--- src/rtl/basilisk_vector_issue_sequencer.sv ---
// Breaks one vector FP command into UNIT_WIDTH-lane beats carrying a beat offset and lane mask.
// Beats start the cycle after acceptance; outputs hold under backpressure; a new command can chain on the last beat.
module basilisk_vector_issue_sequencer #(
  parameter int VECTOR_WIDTH = 16,
  parameter int UNIT_WIDTH   = 4,
  parameter int OFFSET_WIDTH = 2,
  parameter int LENGTH_WIDTH = 5,
  parameter int OP_WIDTH     = 3
) (
  input  logic                    clk,
  input  logic                    rst_n,
  input  logic                    flush,
  input  logic                    cmd_valid,
  output logic                    cmd_ready,
  input  logic [4:0]              cmd_dest_reg_addr,
  input  logic [LENGTH_WIDTH-1:0] cmd_vector_length,
  input  logic [OP_WIDTH-1:0]     cmd_op,
  output logic                    beat_valid,
  input  logic                    beat_ready,
  output logic [4:0]              beat_dest_reg_addr,
  output logic [OFFSET_WIDTH-1:0] beat_dest_offset_addr,
  output logic [UNIT_WIDTH-1:0]   beat_lane_mask,
  output logic [OP_WIDTH-1:0]     beat_op,
  output logic                    beat_last,
  output logic                    done,
  output logic                    busy
);

  localparam int BW = LENGTH_WIDTH + 1;

  typedef enum logic [0:0] {IDLE, ISSUE} state_t;

  state_t                  state;
  logic [LENGTH_WIDTH-1:0] len_r;
  logic [LENGTH_WIDTH-1:0] len_c;
  logic                    hs;
  logic                    hs_last;
  logic                    accept;
  logic [OFFSET_WIDTH-1:0] k_next;

  // Base lane index is formed one bit wider than the length so it cannot wrap.
  function automatic logic [UNIT_WIDTH-1:0] mask_for(input logic [OFFSET_WIDTH-1:0] k,
                                                     input logic [LENGTH_WIDTH-1:0] len);
    logic [BW-1:0] base;
    logic [UNIT_WIDTH-1:0] m;
    base = BW'(k) * BW'(UNIT_WIDTH);
    m = '0;
    for (int i = 0; i < UNIT_WIDTH; i++) begin
      m[i] = (base + BW'(i)) < {1'b0, len};
    end
    return m;
  endfunction

  function automatic logic last_for(input logic [OFFSET_WIDTH-1:0] k,
                                    input logic [LENGTH_WIDTH-1:0] len);
    logic [BW-1:0] base;
    base = BW'(k) * BW'(UNIT_WIDTH);
    return (base + BW'(UNIT_WIDTH)) >= {1'b0, len};
  endfunction

  assign len_c     = (cmd_vector_length > LENGTH_WIDTH'(VECTOR_WIDTH)) ?
                     LENGTH_WIDTH'(VECTOR_WIDTH) : cmd_vector_length;
  assign hs        = beat_valid & beat_ready;
  assign hs_last   = hs & beat_last;
  assign cmd_ready = ((state == IDLE) | hs_last) & ~flush;
  assign accept    = cmd_valid & cmd_ready;
  assign k_next    = beat_dest_offset_addr + OFFSET_WIDTH'(1);
  assign busy      = (state != IDLE);

  always_ff @(posedge clk or negedge rst_n) begin
    if (!rst_n) begin
      state                 <= IDLE;
      len_r                 <= '0;
      beat_valid            <= 1'b0;
      beat_dest_reg_addr    <= '0;
      beat_dest_offset_addr <= '0;
      beat_lane_mask        <= '0;
      beat_op               <= '0;
      beat_last             <= 1'b0;
      done                  <= 1'b0;
    end else if (flush) begin
      state      <= IDLE;
      beat_valid <= 1'b0;
      done       <= 1'b0;
    end else begin
      done <= 1'b0;
      if (state == ISSUE && hs && !beat_last) begin
        beat_dest_offset_addr <= k_next;
        beat_lane_mask        <= mask_for(k_next, len_r);
        beat_last             <= last_for(k_next, len_r);
      end else if ((state == IDLE) || hs_last) begin
        // A last-beat handshake completes the current command; an accepted command may start at once.
        if (hs_last) done <= 1'b1;
        if (accept && len_c != '0) begin
          state                 <= ISSUE;
          len_r                 <= len_c;
          beat_valid            <= 1'b1;
          beat_dest_reg_addr    <= cmd_dest_reg_addr;
          beat_op               <= cmd_op;
          beat_dest_offset_addr <= '0;
          beat_lane_mask        <= mask_for('0, len_c);
          beat_last             <= last_for('0, len_c);
        end else begin
          if (accept) done <= 1'b1;
          state      <= IDLE;
          beat_valid <= 1'b0;
        end
      end
    end
  end

endmodule

--- config.mk ---
export PLATFORM = sky130hd
export DESIGN_NAME = basilisk_vector_issue_sequencer
export DESIGN_NICKNAME = d
export VERILOG_FILES = /design/src/rtl/basilisk_vector_issue_sequencer.sv
export SDC_FILE = /design/constraint.sdc
export NUM_CORES = 1
export LEC_CHECK = 0
export ABC_AREA = 1
export ABC_CLOCK_PERIOD_IN_PS = 2250
export CAP_MARGIN = 30
export CORE_MARGIN = 3
export CORE_UTILIZATION = 28
export DETAILED_ROUTE_END_ITERATION = 16
export GPL_ROUTABILITY_DRIVEN = 0
export PLACE_DENSITY = 0.56
export RECOVER_POWER = 50
export SETUP_SLACK_MARGIN = 0.05
export SLEW_MARGIN = 20
export SYNTH_ARGS = -nofsm -noshare
export SYNTH_HDL_FRONTEND = slang
export SYNTH_SLANG_ARGS = --single-unit
export TNS_END_PERCENT = 1
--- constraint.sdc ---
create_clock -name clk -period 2.25 [get_ports clk]
set_input_delay 0.45 -clock clk [delete_from_list [all_inputs] [get_ports clk]]
set_output_delay 0.45 -clock clk [all_outputs]
set_load 0.01 [all_outputs]
==> summary.txt <==
Logic synthesis
  • Sequential-to-total area share from yosys stat: approximately 41%
  • Synthesized area: 0.00134 sq mm
  • Mean Syn Cell Area: 8.07 sq um
  • Netlist cell types: 20
  • Net Count, Synth: 191
  • Synth Instances: 166
  • Ys Warns: 0
  • Post-synthesis register bit count: 22

Final layout
  • Layout cells sized above 1: 12.6%
  • Reg area: 551 sq um
  • Multi-input combinational cell area: 628 sq um
  • Diode count: 0
  • Post-Layout Cell Count: about 260
  • # fillers: around 460
  • Area Overhead vs Synth: 34.9%
  • Post-layout net count: 233
  • Most common cell after layout, fill and taps aside: nand2_1
  • Most frequent cells in the layout: nand2_1, inv_1, clkdlybuf4s50_1

Worst setup path
  • CP Launch Type: input port
  • Data arrival time of the worst path: 1670 ps
  • Crit path max fanout: 2
  • WS Path Type: input port to output port
  • Req. time, crit path: 1800 ps
  • CP endpoint kind: output port

Timing
  • Crit path time final: 2120 ps
  • FMAX: roughly 0.47 GHz
  • Post-route setup slack: 130 ps
  • Clk_skew: 2.18 ps
  • Final number of setup-violating endpoints: 0
  • Setup_tns: 0 ps
  • RSZ-0062 raised after global routing: false
  • Worst-Margin Slew: 1240 ps
  • Final hold vios: 0
  • Max-slew violations: 0
  • Final worst path period share: 94.2%
  • Max-Slew Margin vs Limit: 17.3%

Drt
  • Antenna-violating nets left: 0
  • TritonRoute pass-1 iters: 4
  • Drt total wl: 2680 um
  • Via Count: 1,139
  • 1st-iter DRT viols: 16
  • Via density: between 4 and 5
  • Wire per inst: 10.4 um
  • DRC: 0

Floorplan
  • Die Height: 75.2 um
  • Die Width: 75.2 um
  • Core area: about 0.0045 sq mm
  • DIE AREA: roughly 0.0057 sq mm
  • Initial Utilization: 29.9%
  • Io pins: 37
  • Site row count: 24

Clock network
  • Post-cts hold buffer count: 0
  • CTS H-Tree Depth: 1
  • Cts repair resizes: 0
  • CTS tree: yes
  • CTS max path bufs: 2
  • Clock root buffer: clkbuf_8
  • Worst-path clk slew: 80 ps
  • CTS Buf Count: 3
  • Postcts setup bufs: 0
  • Skew-Pair Late Insertion Delay: 260 ps
  • Sink Count: 22

Place
  • Placed Cells: 255
  • Post-detail-place hpwl: between 2000 and 2500 um
  • Number of port buffers: 36
  • Setup WS pre-CTS: 137 ps

Run status
  • Status: completed

Pwr
  • Cell-internal power: 0.902 mW
  • VDD IR max: 0.310 mV
  • Pwr/cell area: approximately 770 mW/mm^2
  • Switching Fraction: 35.4%
  • Switching pwr: just under 0.5 mW
  • Total design power: approximately 1.4 mW
  • Combinational group share of total power: 42.8%
  • Clock share of power: 17.7%
  • Sequential share of power: 39.5%
  • Leak: 0.900 nW

Global routing
  • Initial antenna violation count: 0
  • Largest net degree at the start of global routing: 23
  • Total Routing Usage GR: between 10 and 15%
  • First-pass GRT wire length: 4860 um
  • Number of global-route vias before repair: 1,187
  • Gr ovfl total: 0

Flow run
  • Max Cap Violations: 0

Min path
  • Hold Path Class: flip-flop to flip-flop
critical path, cell delays in order:
cell and delay, ps:
clkdlybuf4s50_1 510, a21oi_2 90, nor2_4 90, clkdlybuf4s50_1 530
registers in the layout, indices dropped and copies added (netlist names):
| signal | cells |
|---|---|
| len_r | 5 |
| done | 1 |
| beat_op | 3 |
| beat_lane_mask | 4 |
| busy | 1 |
| beat_last | 1 |
| beat_dest_offset_addr | 2 |
| beat_dest_reg_addr | 5 |
final timing paths:
check | startpoint | to | slack (ps) | depth (start not counted)
setup / recovery | beat_ready | cmd_ready | 130 | 4
hold / removal | beat_op[0] | beat_op[0] | 480 | 2
setup reg to reg | beat_dest_offset_addr[0] | beat_lane_mask[1] | 420 | 11
hold reg to reg | beat_op[0] | beat_op[0] | 480 | 2
max in group asynchronous | rst_n | beat_lane_mask[1] | 550 | 2
min in group asynchronous | rst_n | beat_dest_offset_addr[1] | 970 | 2
layer usage:
layer	vias up	global-route usage (%)	wire length [um]
met5	-	0	0
met2	29	19.7	1220
met1	513	12.8	1270
met3	4	3.20	155
met4	0	3.50	39
li1	593	-	-
kinds of logic after synthesis:
kind of cell,after synthesis,share of synthesized area [%]
AO/OA/AOI/OAI,19,11.2
adder cells (fa/ha/maj),7,6.54
AND/OR/NAND/NOR,83,28.5
buffers and inverters,34,12.0
XOR/XNOR,1,0.654
flip-flops,22,41.1
per-stage QoR:
step / hold WS (ps) / utilization [%] / area (sq um)
2_1_floorplan: 154 / - / 1340
3_3_place_gp: 472 / 39.6 / 1770
3_5_place_dp: 473 / 39.6 / 1770
4_1_cts: 493 / 40.5 / 1810
5_1_grt: 498 / 40.4 / 1810
6_report: 480 / 40.4 / 1810
layout make-up:
type | count | area share (%)
Multi-Input combinational cell | 110 | 34.7
Sequential cell | 22 | 30.4
Timing Repair Buffer | 42 | 22.9
Inverter | 29 | 6.02
Tap cell | 52 | 3.60
Clock buffer | 3 | 2.28
cell usage after synthesis (all sizes together):
cell | number | area share [%]
a21oi | 2 | 1.0
o211ai | 1 | 0.56
nor2 | 14 | 4.5
xor2 | 1 | 0.65
nor3 | 1 | 0.37
buf | 5 | 3.9
nand3b | 1 | 0.56
ha | 7 | 6.5
or2 | 1 | 0.47
o21ai | 16 | 9.6
nand2 | 48 | 14
dfrtp | 22 | 41
inv | 29 | 8.1
nand3 | 18 | 8.6
power groups by stage:
stage          clock [mW]  sequential [mW]  combinational (mW)
3_5_place_dp            0            0.561               0.624
3_3_place_gp            0            0.562               0.618
5_1_grt             0.270            0.568               0.694
4_1_cts             0.260            0.554               0.627
2_1_floorplan           0            0.594               0.316
6_report            0.248            0.551               0.597
(Power assumes the default switching activity.)
